File: src/rtl/bp_update_ctrl.sv
// In-order branch tracking queue: fetch allocates, execute resolves out of order,
// resolved entries retire from the head as branch-predictor training updates.
module bp_update_ctrl #(
    parameter int DEPTH = 8,
    parameter int PC_W  = 32,
    parameter int TAG_W = 3
) (
    input  logic             clk,
    input  logic             rst,
    input  logic             alloc_vld,
    input  logic [PC_W-1:0]  alloc_pc,
    input  logic             alloc_pred,
    output logic             alloc_rdy,
    output logic [TAG_W-1:0] alloc_tag,
    input  logic             res_vld,
    input  logic [TAG_W-1:0] res_tag,
    input  logic             res_taken,
    output logic             upd_vld,
    output logic [PC_W-1:0]  upd_pc,
    output logic             upd_taken,
    output logic             mispredict,
    output logic [PC_W-1:0]  redirect_pc,
    output logic             redirect_taken,
    output logic [TAG_W:0]   count
);

    localparam int CW = TAG_W + 1;

    logic [PC_W-1:0]  pc_q [DEPTH];
    logic [DEPTH-1:0] pred_q;
    logic [DEPTH-1:0] resolved_q;
    logic [DEPTH-1:0] actual_q;
    logic [DEPTH-1:0] valid_q;
    logic [TAG_W-1:0] head;
    logic [TAG_W-1:0] tail;
    logic [CW-1:0]    count_q;

    logic             res_live;
    logic             res_accept;
    logic             mismatch;
    logic             do_alloc;
    logic             retire;
    logic [TAG_W-1:0] res_dist;

    // Age of slot idx relative to the head; larger means younger.
    function automatic logic [TAG_W-1:0] age_of(input int idx, input logic [TAG_W-1:0] hd);
        logic [TAG_W-1:0] t;
        t = TAG_W'(idx);
        return t - hd;
    endfunction

    assign res_live   = valid_q[res_tag];
    assign res_accept = res_vld && res_live && !resolved_q[res_tag];
    assign mismatch   = res_accept && (res_taken != pred_q[res_tag]);
    assign alloc_rdy  = (count_q != CW'(DEPTH)) && !mismatch;
    assign alloc_tag  = tail;
    assign do_alloc   = alloc_vld && alloc_rdy;
    assign retire     = (count_q != '0) && valid_q[head] && resolved_q[head];
    assign res_dist   = res_tag - head;
    assign count      = count_q;

    always_ff @(posedge clk or negedge rst) begin
        if (!rst) begin
            for (int i = 0; i < DEPTH; i++) begin
                pc_q[i] <= '0;
            end
            pred_q         <= '0;
            resolved_q     <= '0;
            actual_q       <= '0;
            valid_q        <= '0;
            head           <= '0;
            tail           <= '0;
            count_q        <= '0;
            upd_vld        <= 1'b0;
            upd_pc         <= '0;
            upd_taken      <= 1'b0;
            mispredict     <= 1'b0;
            redirect_pc    <= '0;
            redirect_taken <= 1'b0;
        end else begin
            if (res_accept) begin
                resolved_q[res_tag] <= 1'b1;
                actual_q[res_tag]   <= res_taken;
            end

            // A mismatch never coincides with an allocation (alloc_rdy is low).
            if (mismatch) begin
                for (int i = 0; i < DEPTH; i++) begin
                    if (age_of(i, head) > res_dist) begin
                        valid_q[i]    <= 1'b0;
                        resolved_q[i] <= 1'b0;
                    end
                end
                tail    <= res_tag + 1'b1;
                count_q <= CW'(res_dist) + CW'(1) - CW'(retire);
            end else begin
                if (do_alloc) begin
                    pc_q[tail]       <= alloc_pc;
                    pred_q[tail]     <= alloc_pred;
                    resolved_q[tail] <= 1'b0;
                    actual_q[tail]   <= 1'b0;
                    valid_q[tail]    <= 1'b1;
                    tail             <= tail + 1'b1;
                end
                count_q <= count_q + CW'(do_alloc) - CW'(retire);
            end

            if (retire) begin
                upd_vld          <= 1'b1;
                upd_pc           <= pc_q[head];
                upd_taken        <= actual_q[head];
                valid_q[head]    <= 1'b0;
                resolved_q[head] <= 1'b0;
                head             <= head + 1'b1;
            end else begin
                upd_vld <= 1'b0;
            end

            mispredict <= mismatch;
            if (mismatch) begin
                redirect_pc    <= pc_q[res_tag];
                redirect_taken <= res_taken;
            end
        end
    end

endmodule

File: config.mk
export PLATFORM = sky130hd
export DESIGN_NAME = bp_update_ctrl
export DESIGN_NICKNAME = d
export VERILOG_FILES = /design/src/rtl/bp_update_ctrl.sv
export SDC_FILE = /design/constraint.sdc
export NUM_CORES = 1
export LEC_CHECK = 0
export ABC_CLOCK_PERIOD_IN_PS = 4900
export CAP_MARGIN = 30
export CELL_PAD_IN_SITES_DETAIL_PLACEMENT = 0
export CELL_PAD_IN_SITES_GLOBAL_PLACEMENT = 1
export CORE_MARGIN = 2
export CORE_UTILIZATION = 30
export CTS_CLUSTER_SIZE = 30
export DETAILED_ROUTE_END_ITERATION = 16
export PLACE_DENSITY = 0.56
export SLEW_MARGIN = 20
export SYNTH_ARGS = -nofsm -noshare
export SYNTH_HDL_FRONTEND = slang
export SYNTH_SLANG_ARGS = --single-unit
File: constraint.sdc
create_clock -name clk -period 4.9 [get_ports clk]
set_clock_uncertainty 0.15 [all_clocks]
set_input_delay 0.735 -clock clk [delete_from_list [all_inputs] [get_ports clk]]
set_output_delay 0.735 -clock clk [all_outputs]
set_load 0.005 [all_outputs]
## Yosys cells after proc, flatten, opt, wreduce, memory -nomap -nowiden

Index checks and enable logic that the tools add are counted.

| operators by class | value |
|---|---|
| $add $sub $neg | 16 |
| magnitude comparators | 18 |
| equality and inequality tests | 2 |
| muxes and demuxes | 59 |
| bitwise operators | 12 |
| reductions and logical operators | 16 |

Operator list:

| cell | count |
|---|---|
| 256-bit bitwise mux | 1 |
| 32-bit binary-select mux with 3-bit select | 2 |
| 32-bit 2-to-1 mux | 5 |
| 32-bit demux with 3-bit select | 1 |
| 8-bit 2-to-1 mux | 10 |
| 8-bit AND | 4 |
| 1-bit 2-to-1 mux | 26 |
| 3-bit > comparator | 8 |
| 1-bit binary-select mux with 3-bit select | 6 |
| 8-bit bitwise mux | 2 |
| 8-bit NOT | 2 |
| 8-bit OR | 2 |
| 4-bit greater-or-equal comparator (second input constant) | 3 |
| 3-bit by 4-bit < comparator with 1-bit output (second input constant) | 3 |
| 3-bit NOT with 4-bit output | 3 |
| 3-bit subtractor (first input constant) | 4 |
| 1-bit logical AND | 11 |
| 3-bit by 1-bit adder with 3-bit output (second input constant) | 3 |
| 1-bit demux with 3-bit select | 3 |
| 3-bit by 1-bit greater-or-equal comparator with 1-bit output (second input constant) | 3 |
| 4-bit by 1-bit subtractor with 4-bit output | 2 |
| 3-bit 2-to-1 mux | 2 |
| 1-bit by 3-bit subtractor with 3-bit output (first input constant) | 2 |
| 2-bit by 3-bit subtractor with 3-bit output (first input constant) | 2 |
| 12 further kinds | 13 |

| word-level totals | value |
|---|---|
| bits in registers | 366 |
| input bits | 41 |
| output and inout port bits | 76 |

## Logic depth before layout (Yosys ltp)

Gate-level depths: netlist (run 1).

| depth | value |
|---|---|
| depth after elaboration | 12 |
| gate-level depth with buffers | 15 |
| mapped depth without buffers | 13 |

## Worst setup path after synthesis (run 1)

OpenSTA, ideal clock, no wires.

| timing | value |
|---|---|
| path type | in2reg |
| start | input res_tag[2] |
| end | register count_q[2] (netlist: count[2]) |
| library setup time | 0.077 ns |
| data arrival time | 3.386 ns |
| required time | 4.673 ns |
| path slack | 1.287 ns |
| stages on the path | 14 |
| buffers on the path | 2 |
| path through | buf_4 > nor2_1 > a32o_1 > or4_4 > nand4_4 > buf_1 > nand2_1 > ha_1 > inv_1 > ha_1 > inv_1 > fa_1 > xor2_1 > a21oi_1 |

| between the ends | value |
|---|---|
| word-level cells in the longest chain between the ends | 11 |

Ends and longest elaborated chain:

| element | RTL line | text |
|---|---|---|
| start, declared | 16 | `input logic [TAG_W-1:0] res_tag,` |
| 1-bit binary-select mux with 3-bit select (on tied branches) | 52, 53 |  |
| 1-bit 2-to-1 mux (on tied branches) | 52, 53 |  |
| 1-bit logical AND or 1-bit zero test (tied branches) | 53 | `assign res_accept = res_vld && res_live && !resolved_q[res_tag];` |
| 1-bit logical AND | 53 |  |
| 1-bit logical AND | 54 | `assign mismatch = res_accept && (res_taken != pred_q[res_tag]);` |
| 1-bit zero test | 55 | `assign alloc_rdy = (count_q != CW'(DEPTH)) && !mismatch;` |
| 1-bit logical AND | 55 |  |
| 1-bit logical AND | 57 | `assign do_alloc = alloc_vld && alloc_rdy;` |
| 4-bit by 1-bit adder with 4-bit output | 105 | `count_q <= count_q + CW'(do_alloc) - CW'(retire);` |
| 4-bit by 1-bit subtractor with 4-bit output | 105 |  |
| 4-bit 2-to-1 mux * | 87 | `if (mismatch) begin` |
| end signal, assigned | 95 | `count_q <= CW'(res_dist) + CW'(1) - CW'(retire);` |
| end signal, assigned | 105 |  |
| end, declared | 36 | `logic [CW-1:0] count_q;` |

Mark *: on every way between the ends. The rest lies on a longest branch, timed or not. The select of a mux whose other input is x is not followed.
A chain may end at the register's enable or synchronous reset.

## Final worst setup path (run 1)

| timing | value |
|---|---|
| start | input res_tag[0] |
| end | output alloc_rdy |

| between the ends | value |
|---|---|
| word-level cells in the longest chain between the ends | 7 |

Ends and longest elaborated chain:

| element | RTL line | text |
|---|---|---|
| 1-bit binary-select mux with 3-bit select (on tied branches) | 52, 53 |  |
| 1-bit 2-to-1 mux (on tied branches) | 52, 53 |  |
| 1-bit logical AND or 1-bit zero test (tied branches) | 53 |  |
| 1-bit logical AND | 53 |  |
| 1-bit logical AND * | 54 |  |
| 1-bit zero test * | 55 |  |
| 1-bit logical AND * | 55 |  |
| end, declared | 13 | `output logic alloc_rdy,` |

Marks and branches as above.

==> impl_metrics.csv, run 1 <==
group,metric,value,unit
status,outcome,"completed",
timing,setup_viol,0,
timing,timing.fmax,227,MHz
grt,grt_antenna_before_repair,1,
grt,grt_pass1_vias,13110,
timing,slew_headroom,0.403,
synthesis,synth_edf_count,0,
worst_setup_path,cp.buffers_inverters,3,
flow_run,cap_violations,0,
cts,post_cts_resized,0,
finish,fillers,5772,
detailed_routing,highest-signal-layer,"met5",
detailed_routing,drc,0,
timing,period_share,0.898,
timing,rsz0062_at_grt,"false",
worst_setup_path,cp_cell_sequence,"clkdlybuf4s50_1 > nor2b_1 > a32o_1 > or4_4 > nand4_4 > inv_4 > a21oi_1 > clkdlybuf4s50_1",
cts,clock_path_buffers,3,
floorplan,die_area,62000,um2
cts,cts_root_buf,"clkbuf_16",
grt,grt-ovfl-total,0,
worst_setup_path,critical_path_depth,8,
synthesis,yosys.area.top_type,"dfrtp_1",
place,dp.cells,2231,
finish,drive_gt1_frac,0.283,
synthesis,synth_area_per_cell,12.9,um2
worst_setup_path,crit_path_frequent_cell,"clkdlybuf4s50_1",
floorplan,die_width,249,um
worst_setup_path,max_stage_delay,830,ps
detailed_routing,wl_met1,27.1,mm
cts,cts.clk_slew.worst_paths,50,ps
timing,slew_viol_final,0,
floorplan,floorplan.initialDensity,0.304,
timing,hold_viol,0,
worst_setup_path,required,4010,ps
cts,post_cts_buffers,0,
timing,tightest_slew,894,ps
cts,h-tree-depth,2,
detailed_routing,wl_met2,26.5,mm
floorplan,core_area,59200,um2
grt,grt_max_degree,100,
synthesis,yosys_warnings,0,
synthesis,syn-num-nets,1465,
grt,track_usage,0.189,
synthesis,async_flop_share,1.00,
place,gp_congestion,0.824,
cts,hold_buffers,0,
synthesis,syn-cell-area,18000,um2
detailed_routing,antenna_left,0,
synthesis,synth_top_area_frac,0.508,
synthesis,ys_types,58,
finish,final_cell_mix,"363 x dfrtp_1, 223 x mux2_2, 115 x clkdlybuf4s50_1",
timing,timing.setup.tns,0,ps
floorplan,io_pins,117,
worst_setup_path,ff2ff_path_depth,7,
place,port-buffer-count,116,
power,power_density,712,nW/um2
finish,antennaDiodeCount,0,
detailed_routing,dr.pass1.iters,5,
floorplan,rows,89,
place,hpwl,34.0,mm
detailed_routing,drt_wl_total,58.8,mm
worst_setup_path,endpoint_kind,"output pin",
worst_setup_path,crit_arrival,3510,ps
power,p_total,0.0155,W
floorplan,die_h,249,um
finish,layout.nets,1574,
cts,insertion_delay,590,ps
synthesis,synthCells,1396,
worst_setup_path,start_kind,"primary input",
synthesis,ys_seq_elements,366,
finish,stdcell_count,2312,
cts,cts_inserted_buffers,45,
power,p_leak,8.85,nW
worst_setup_path,crit_path_max_fanout,14,
detailed_routing,dr_total_vias,12771,
timing,period_needed,4400,ps
detailed_routing,drtIter0Drc,877,
detailed_routing,post_drt_wl_per_cell,25.4,um
synthesis,yosysSeqAreaShare,0.508,
synthesis,synth_area_leaders,"dfrtp_1 51%, mux2_2 14%, mux4_2 8.5%, a221oi_1 3.0%, a22o_1 3.0%",
synthesis,ys.flop_type,"dfrtp_1",
min_path,hold_path.class,"primary input to async pin",
finish,mostFrequentLayoutCell,"dfrtp_1",
grt,grt_pass1_wl,88.4,mm
worst_setup_path,crit_path_top_delay_cell,"clkdlybuf4s50_1",
worst_setup_path,cpLargestDelayFamily,"buffers and inverters",
timing,whs,83.1,ps
power,ir_drop,0.275,mV
cts,cts_sinks,366,
detailed_routing,viasPerCell,5.52,
detailed_routing,wl_met3,3.63,mm
worst_setup_path,crit_type,"primary input to output pin",
cts,cts_tree,"done",
finish,area_delta_synth_final,21.1,%
==> metrics by stage <==
step	util	worst slack (ps)	instance area, um2
2_1_floorplan	-	1290	18000
3_3_place_gp	0.342	542	20300
3_5_place_dp	0.342	495	20300
4_1_cts	0.368	490	21800
5_1_grt	0.368	327	21800
6_report	0.368	501	21800
==> sequential cells by signal, indices dropped and copies added, names as in the netlist, 3 cells and up <==
register,flops
actual_q,8
alloc_tag,3
count,4
head,3
pc_q,256
pred_q,8
redirect_pc,32
resolved_q,8
upd_pc,32
valid_q,8
==> report_power, final <==
group / switching, W / internal [W] / leakage (nW)
Sequential: 0.00127 / 0.00457 / 4.38
Clock: 0.00135 / 0.00215 / 0.756
Combinational: 0.00279 / 0.00341 / 3.71
Total: 0.00541 / 0.0101 / 8.85
==> Yosys cell counts (all sizes together), types with 6 or more instances <==
| cell | instances |
|---|---|
| dfrtp | 366 |
| mux2 | 268 |
| nand2 | 105 |
| nor2 | 86 |
| mux4 | 68 |
| a31oi | 67 |
| clkbuf | 64 |
| a221oi | 62 |
| a22o | 62 |
| buf | 40 |
| a21oi | 27 |
| ha | 26 |
| inv | 22 |
| nand3 | 13 |
| mux2i | 11 |
| and2 | 8 |
| nor3 | 8 |
| o21ai | 8 |
| a21o | 7 |
| nor4 | 7 |
| xnor2 | 6 |
| xor2 | 6 |
==> final timing paths <==
check,startpoint,end,slack [ps]
max in group asynchronous,rst,pc_q[233],3430
min in group clk,pc_q[76],pc_q[76],360
max,res_tag[0],alloc_rdy,500
min,rst,redirect_pc[1],80
min reg2reg,pc_q[76],pc_q[76],360
max reg2reg,head[0],resolved_q[4],1560
==> metal layers <==
layer / vias up / track usage
li1: 5504 / -
met1: 6728 / 0.269
met2: 437 / 0.291
met3: 100 / 0.0355
met4: 2 / 0.0606
met5: - / 0
==> worst reg2reg max path: stages (launching register included) <==
cell,delay (ps)
dfrtp_4,600
inv_1,250
mux4_2,590
o22ai_4,280
buf_4,640
and3_1,460
nand2_1,100
nor4b_1,140
==> kinds of logic (layout without fill, tap and decap cells) <==
| family | count (synthesis) | after routing | synth area share |
|---|---|---|---|
| simple gates | 254 | 254 | 0.0671 |
| compound gates | 262 | 262 | 0.109 |
| mux | 347 | 347 | 0.259 |
| buf+inv | 127 | 270 | 0.0306 |
| fa+ha+maj | 28 | 28 | 0.0203 |
| xor+xnor | 12 | 12 | 0.00583 |
| flops | 366 | 366 | 0.508 |
==> final cells by class <==
class	instances	area, um2	area share
Clock buffer	67	1340	0.0615
Clock inverter	14	204	0.00935
Inverter	23	88.8	0.00407
Multi-Input combinational cell	903	8360	0.383
Sequential cell	366	9170	0.420
Tap cell	773	967	0.0443
Timing Repair Buffer	166	1690	0.0775
Note: power is estimated with default switching activity, not from simulation.
==> run 2: changes to the inputs <==
- CTS_BUF_LIST: default -> sky130_fd_sc_hd__clkbuf_4
==> impl_metrics.csv, run 2 (same netlist as run 1, synthesis figures left out) <==
group,metric,value,unit
status,outcome,"completed",
detailed_routing,drtIter0Drc,812,
detailed_routing,viasPerCell,5.46,
timing,postLayoutSetupSlackWorst,482,ps
grt,grt_max_degree,100,
detailed_routing,highest-signal-layer,"met5",
worst_setup_path,max_stage_delay,840,ps
grt,grt-ovfl-total,0,
worst_setup_path,cpLargestDelayFamily,"buffers and inverters",
detailed_routing,dr_total_vias,13183,
finish,drive_gt1_frac,0.319,
timing,timing.setup.tns,0,ps
place,gp_congestion,0.824,
detailed_routing,drc,0,
power,p_total,0.0149,W
timing,timing.fmax,226,MHz
floorplan,floorplan.initialDensity,0.304,
grt,grt_antenna_before_repair,2,
finish,area_delta_synth_final,19.7,%
flow_run,cap_violations,0,
cts,cts_tree,"done",
detailed_routing,antenna_left,0,
cts,cts_inserted_buffers,106,
finish,mostFrequentLayoutCell,"dfrtp_1",
place,hpwl,34.0,mm
cts,cts_sinks,366,
finish,largest_registers,"pc_q x256, redirect_pc x32, upd_pc x32",
floorplan,rows,89,
finish,layout.nets,1636,
floorplan,die_h,249,um
detailed_routing,wl_met3,4.16,mm
worst_setup_path,crit_path_frequent_cell,"clkdlybuf4s50_1",
worst_setup_path,crit_path_max_fanout,14,
cts,clock_path_buffers,3,
cts,insertion_delay,900,ps
worst_setup_path,start_kind,"primary input",
timing,hold_viol,0,
detailed_routing,wl_met2,26.5,mm
cts,cts.clk_slew.worst_paths,70,ps
finish,largest_register_ffs,256,
worst_setup_path,ff2ff_path_depth,7,
detailed_routing,post_drt_wl_per_cell,24.5,um
power,power_density,688,nW/um2
place,port-buffer-count,116,
worst_setup_path,cp_cell_sequence,"clkdlybuf4s50_1 > nor2b_1 > a32o_1 > or4_4 > nand4_4 > inv_4 > a21oi_1 > clkdlybuf4s50_1",
timing,tightest_slew,882,ps
grt,grt_pass1_wl,89.4,mm
floorplan,io_pins,117,
worst_setup_path,endpoint_kind,"output pin",
timing,period_needed,4420,ps
detailed_routing,wl_met1,26.9,mm
power,ir_drop,0.277,mV
timing,rsz0062_at_grt,"false",
worst_setup_path,cp.buffers_inverters,3,
timing,slew_viol_final,0,
cts,h-tree-depth,3,
floorplan,die_area,62000,um2
detailed_routing,dr.pass1.iters,5,
cts,cts_root_buf,"clkbuf_4",
place,pre_cts_slack,495,ps
finish,largest-register,"pc_q",
worst_setup_path,crit_type,"primary input to output pin",
grt,grt_pass1_vias,13638,
cts,post_cts_buffers,0,
min_path,hold_path.class,"primary input to async pin",
worst_setup_path,crit_path_top_delay_cell,"clkdlybuf4s50_1",
floorplan,die_width,249,um
timing,slew_headroom,0.411,
floorplan,core_area,59200,um2
timing,period_share,0.902,
timing,setup_viol,0,
finish,final_cell_mix,"363 x dfrtp_1, 223 x mux2_2, 153 x clkbuf_4",
worst_setup_path,required,4010,ps
worst_setup_path,crit_arrival,3530,ps
power,p_leak,8.87,nW
worst_setup_path,critical_path_depth,8,
grt,track_usage,0.192,
detailed_routing,drt_wl_total,59.1,mm
==> run 2: changes by cell type in the layout (fill, tap and decap cells not counted), moves of 2 or more <==
cell	before	now
bufinv_16	5	1
clkbuf_8	9	0
clkbuf_16	47	0
clkinv_2	6	0
clkinv_1	0	25
clkbuf_1	11	0
inv_2	1	4
clkinvlp_4	2	0
clkbuf_4	0	153
==> run 2: power breakdown <==
part / total [W] / switching [W] / internal [W] / leakage (nW)
sequential: 0.00584 / 0.00126 / 0.00457 / 4.38
combinational: 0.00620 / 0.00279 / 0.00341 / 3.72
clock: 0.00282 / 0.00135 / 0.00147 / 0.774
==> run 2: layer usage <==
metal	up-vias	track usage
met5	-	0
met4	2	0.0699
met3	115	0.0460
met2	495	0.292
met1	6863	0.265
li1	5708	-
==> run 2: worst paths after layout <==
path                                 start  slack, ps             to
max in group asynchronous              rst       3070      pc_q[201]
worst max register to register     head[0]       1540  resolved_q[4]
worst min register to register    pc_q[76]        360       pc_q[76]
min in group clk                  pc_q[76]        360       pc_q[76]
worst min-delay path                   rst        360  resolved_q[5]
worst max-delay path            res_tag[0]        480      alloc_rdy
==> run 2: final cells by class <==
type                            instances  area, um2
Sequential cell                       366       9170
Clock inverter                         30        144
Clock buffer                          153       1150
Antenna cell                            1       2.50
Inverter                               23       88.8
Multi-Input combinational cell        903       8360
Fill cell                            5903      37700
Tap cell                              773        967
Timing Repair Buffer                  167       1700
==> run 2: worst reg2reg max path, cell delays in order (launching register included) <==
cell and delay [ps]:
dfrtp_4 600, inv_1 250, mux4_2 590, o22ai_4 280, buf_4 630, and3_1 450
nand2_1 90, nor4b_1 140
==> run 2: what timing repair did <==
| action | CTS | global route |
|---|---|---|
| hold endpoints to repair | 95 | 0 |
| setup endpoints to repair | 0 | 0 |
| resized for setup | 0 | 0 |
| hold buffers | 1 | 0 |
==> run 2: through the flow <==
step	cells	hold slack (ps)	area (um2)	utilization
after floorplan	1396	289	18000	-
final	2416	362	21600	0.364
after global routing	2416	383	21600	0.364
after global placement	2230	340	20300	0.342
after detailed placement	2231	352	20300	0.342
after CTS	2415	316	21600	0.364
==> run 3: changes to the inputs <==
- CORE_ASPECT_RATIO: default -> 1.1
==> impl_metrics.csv, run 3 (same netlist as run 1, synthesis figures left out) <==
group,metric,value,unit
timing,rsz0062_at_grt,"false",
detailed_routing,drc,0,
grt,grt_pass1_vias,13701,
cts,post_cts_buffers,0,
worst_setup_path,crit_path_frequent_cell,"clkdlybuf4s50_1",
detailed_routing,antenna_left,0,
power,p_leak,8.80,nW
cts,post_cts_resized,0,
finish,mostFrequentLayoutCell,"dfrtp_1",
status,outcome,"completed",
floorplan,core_area,59600,um2
timing,slew_viol_final,0,
timing,slew_headroom,0.483,
grt,grt_pass1_wl,88.2,mm
worst_setup_path,cpLargestDelayFamily,"buffers and inverters",
grt,grt-ovfl-total,0,
cts,cts_sinks,366,
cts,cts_inserted_buffers,99,
min_path,hold_path.class,"primary input to async pin",
cts,cts_tree,"done",
finish,drive_gt1_frac,0.316,
worst_setup_path,required,4010,ps
power,power_density,685,nW/um2
detailed_routing,dr.pass1.iters,5,
worst_setup_path,cp.buffers_inverters,3,
worst_setup_path,crit_arrival,3650,ps
worst_setup_path,crit_path_max_fanout,12,
floorplan,io_pins,117,
cts,insertion_delay,830,ps
cts,cts.clk_slew.worst_paths,60,ps
floorplan,die_width,238,um
finish,largest-register,"pc_q",
detailed_routing,dr_total_vias,12966,
grt,grt_util_met2,0.304,
place,hpwl,32.4,mm
worst_setup_path,crit_type,"primary input to output pin",
grt,grt_max_degree,89,
grt,top_usage_layer,"met2",
timing,hold_viol,0,
timing,timing.fmax,220,MHz
timing,period_share,0.926,
timing,timing.setup.tns,0,ps
detailed_routing,viasPerCell,5.43,
timing,setup_viol,0,
cts,hold_buffers,1,
place,gp_congestion,0.778,
timing,whs,328,ps
finish,largest_register_ffs,256,
finish,fillers,5775,
flow_run,cap_violations,0,
timing,tightest_slew,775,ps
power,ir_drop,0.185,mV
cts,h-tree-depth,3,
worst_setup_path,crit_path_top_delay_cell,"clkdlybuf4s50_1",
finish,area_delta_synth_final,19.2,%
finish,register_area,9170,um2
floorplan,die_h,261,um
finish,largest_registers,"pc_q x256, redirect_pc x32, upd_pc x32",
cts,clock_path_buffers,3,
cts,cts_root_buf,"clkbuf_4",
grt,met3_usage,0.0412,
floorplan,floorplan.initialDensity,0.302,
grt,grt_antenna_before_repair,3,
detailed_routing,post_drt_wl_per_cell,24.4,um
place,port-buffer-count,116,
finish,final_cell_mix,"363 x dfrtp_1, 223 x mux2_2, 148 x clkbuf_4",
grt,track_usage,0.190,
finish,multiInputGateArea,8360,um2
worst_setup_path,endpoint_kind,"output pin",
worst_setup_path,max_stage_delay,700,ps
finish,layout.nets,1620,
detailed_routing,drt_wl_total,58.3,mm
floorplan,rows,94,
floorplan,die_area,62000,um2
grt,met1_usage,0.253,
worst_setup_path,cp_cell_sequence,"clkdlybuf4s50_1 > nor2b_1 > a32o_1 > or4_4 > nand4_4 > inv_4 > a21oi_1 > clkdlybuf4s50_1",
timing,period_needed,4540,ps
detailed_routing,drtIter0Drc,802,
worst_setup_path,start_kind,"primary input",
run 3: cell types whose count changed in the layout (fill, tap and decap cells not counted), moves of 2 or more:
cell,before,now
buf_12,12,10
clkinv_1,25,15
clkinv_2,0,2
clkbuf_4,153,148
buf_4,38,30
run 3: metal layers:
layer	routed length [um]	part of all wire
met2	27300	0.47
met5	22	0.00038
met4	1580	0.027
met3	3630	0.062
met1	25800	0.44
run 3: power breakdown:
part	total, W	internal (W)	switching (W)
clock	0.00277	0.00148	0.00129
combinational	0.00609	0.00338	0.00271
sequential	0.00584	0.00457	0.00127
total	0.0147	0.00943	0.00528
run 3: cell type report:
cell class | instances | share of cell area
antenna | 1 | 0.000117
clock buffer | 148 | 0.0517
clock inverter | 23 | 0.00705
inverter | 23 | 0.00414
multi-input combinational | 903 | 0.389
sequential | 366 | 0.427
tap | 768 | 0.0448
timing repair buffer | 158 | 0.0759
run 3: worst paths after layout:
path	slack, ps	endpoint	from	cells after the start
min in group clk	360	pred_q[1]	pred_q[1]	1
setup reg to reg	1580	resolved_q[6]	head[0]	11
max in group asynchronous	3160	pc_q[110]	rst	3
hold reg to reg	360	pred_q[1]	pred_q[1]	1
setup / recovery	360	alloc_rdy	res_tag[2]	8
hold / removal	330	upd_pc[1]	rst	2
run 3: through the flow:
stage                     utilization  power, W  std cells  setup WS [ps]  instance area [um2]
final                           0.360    0.0147       2390            363                21500
after global routing            0.360    0.0158       2390            233                21500
after CTS                       0.360    0.0149       2389            398                21500
after detailed placement        0.339    0.0121       2217            395                20200
after global placement          0.338    0.0119       2216            395                20200
after floorplan                     -   0.00966       1396           1290                18000
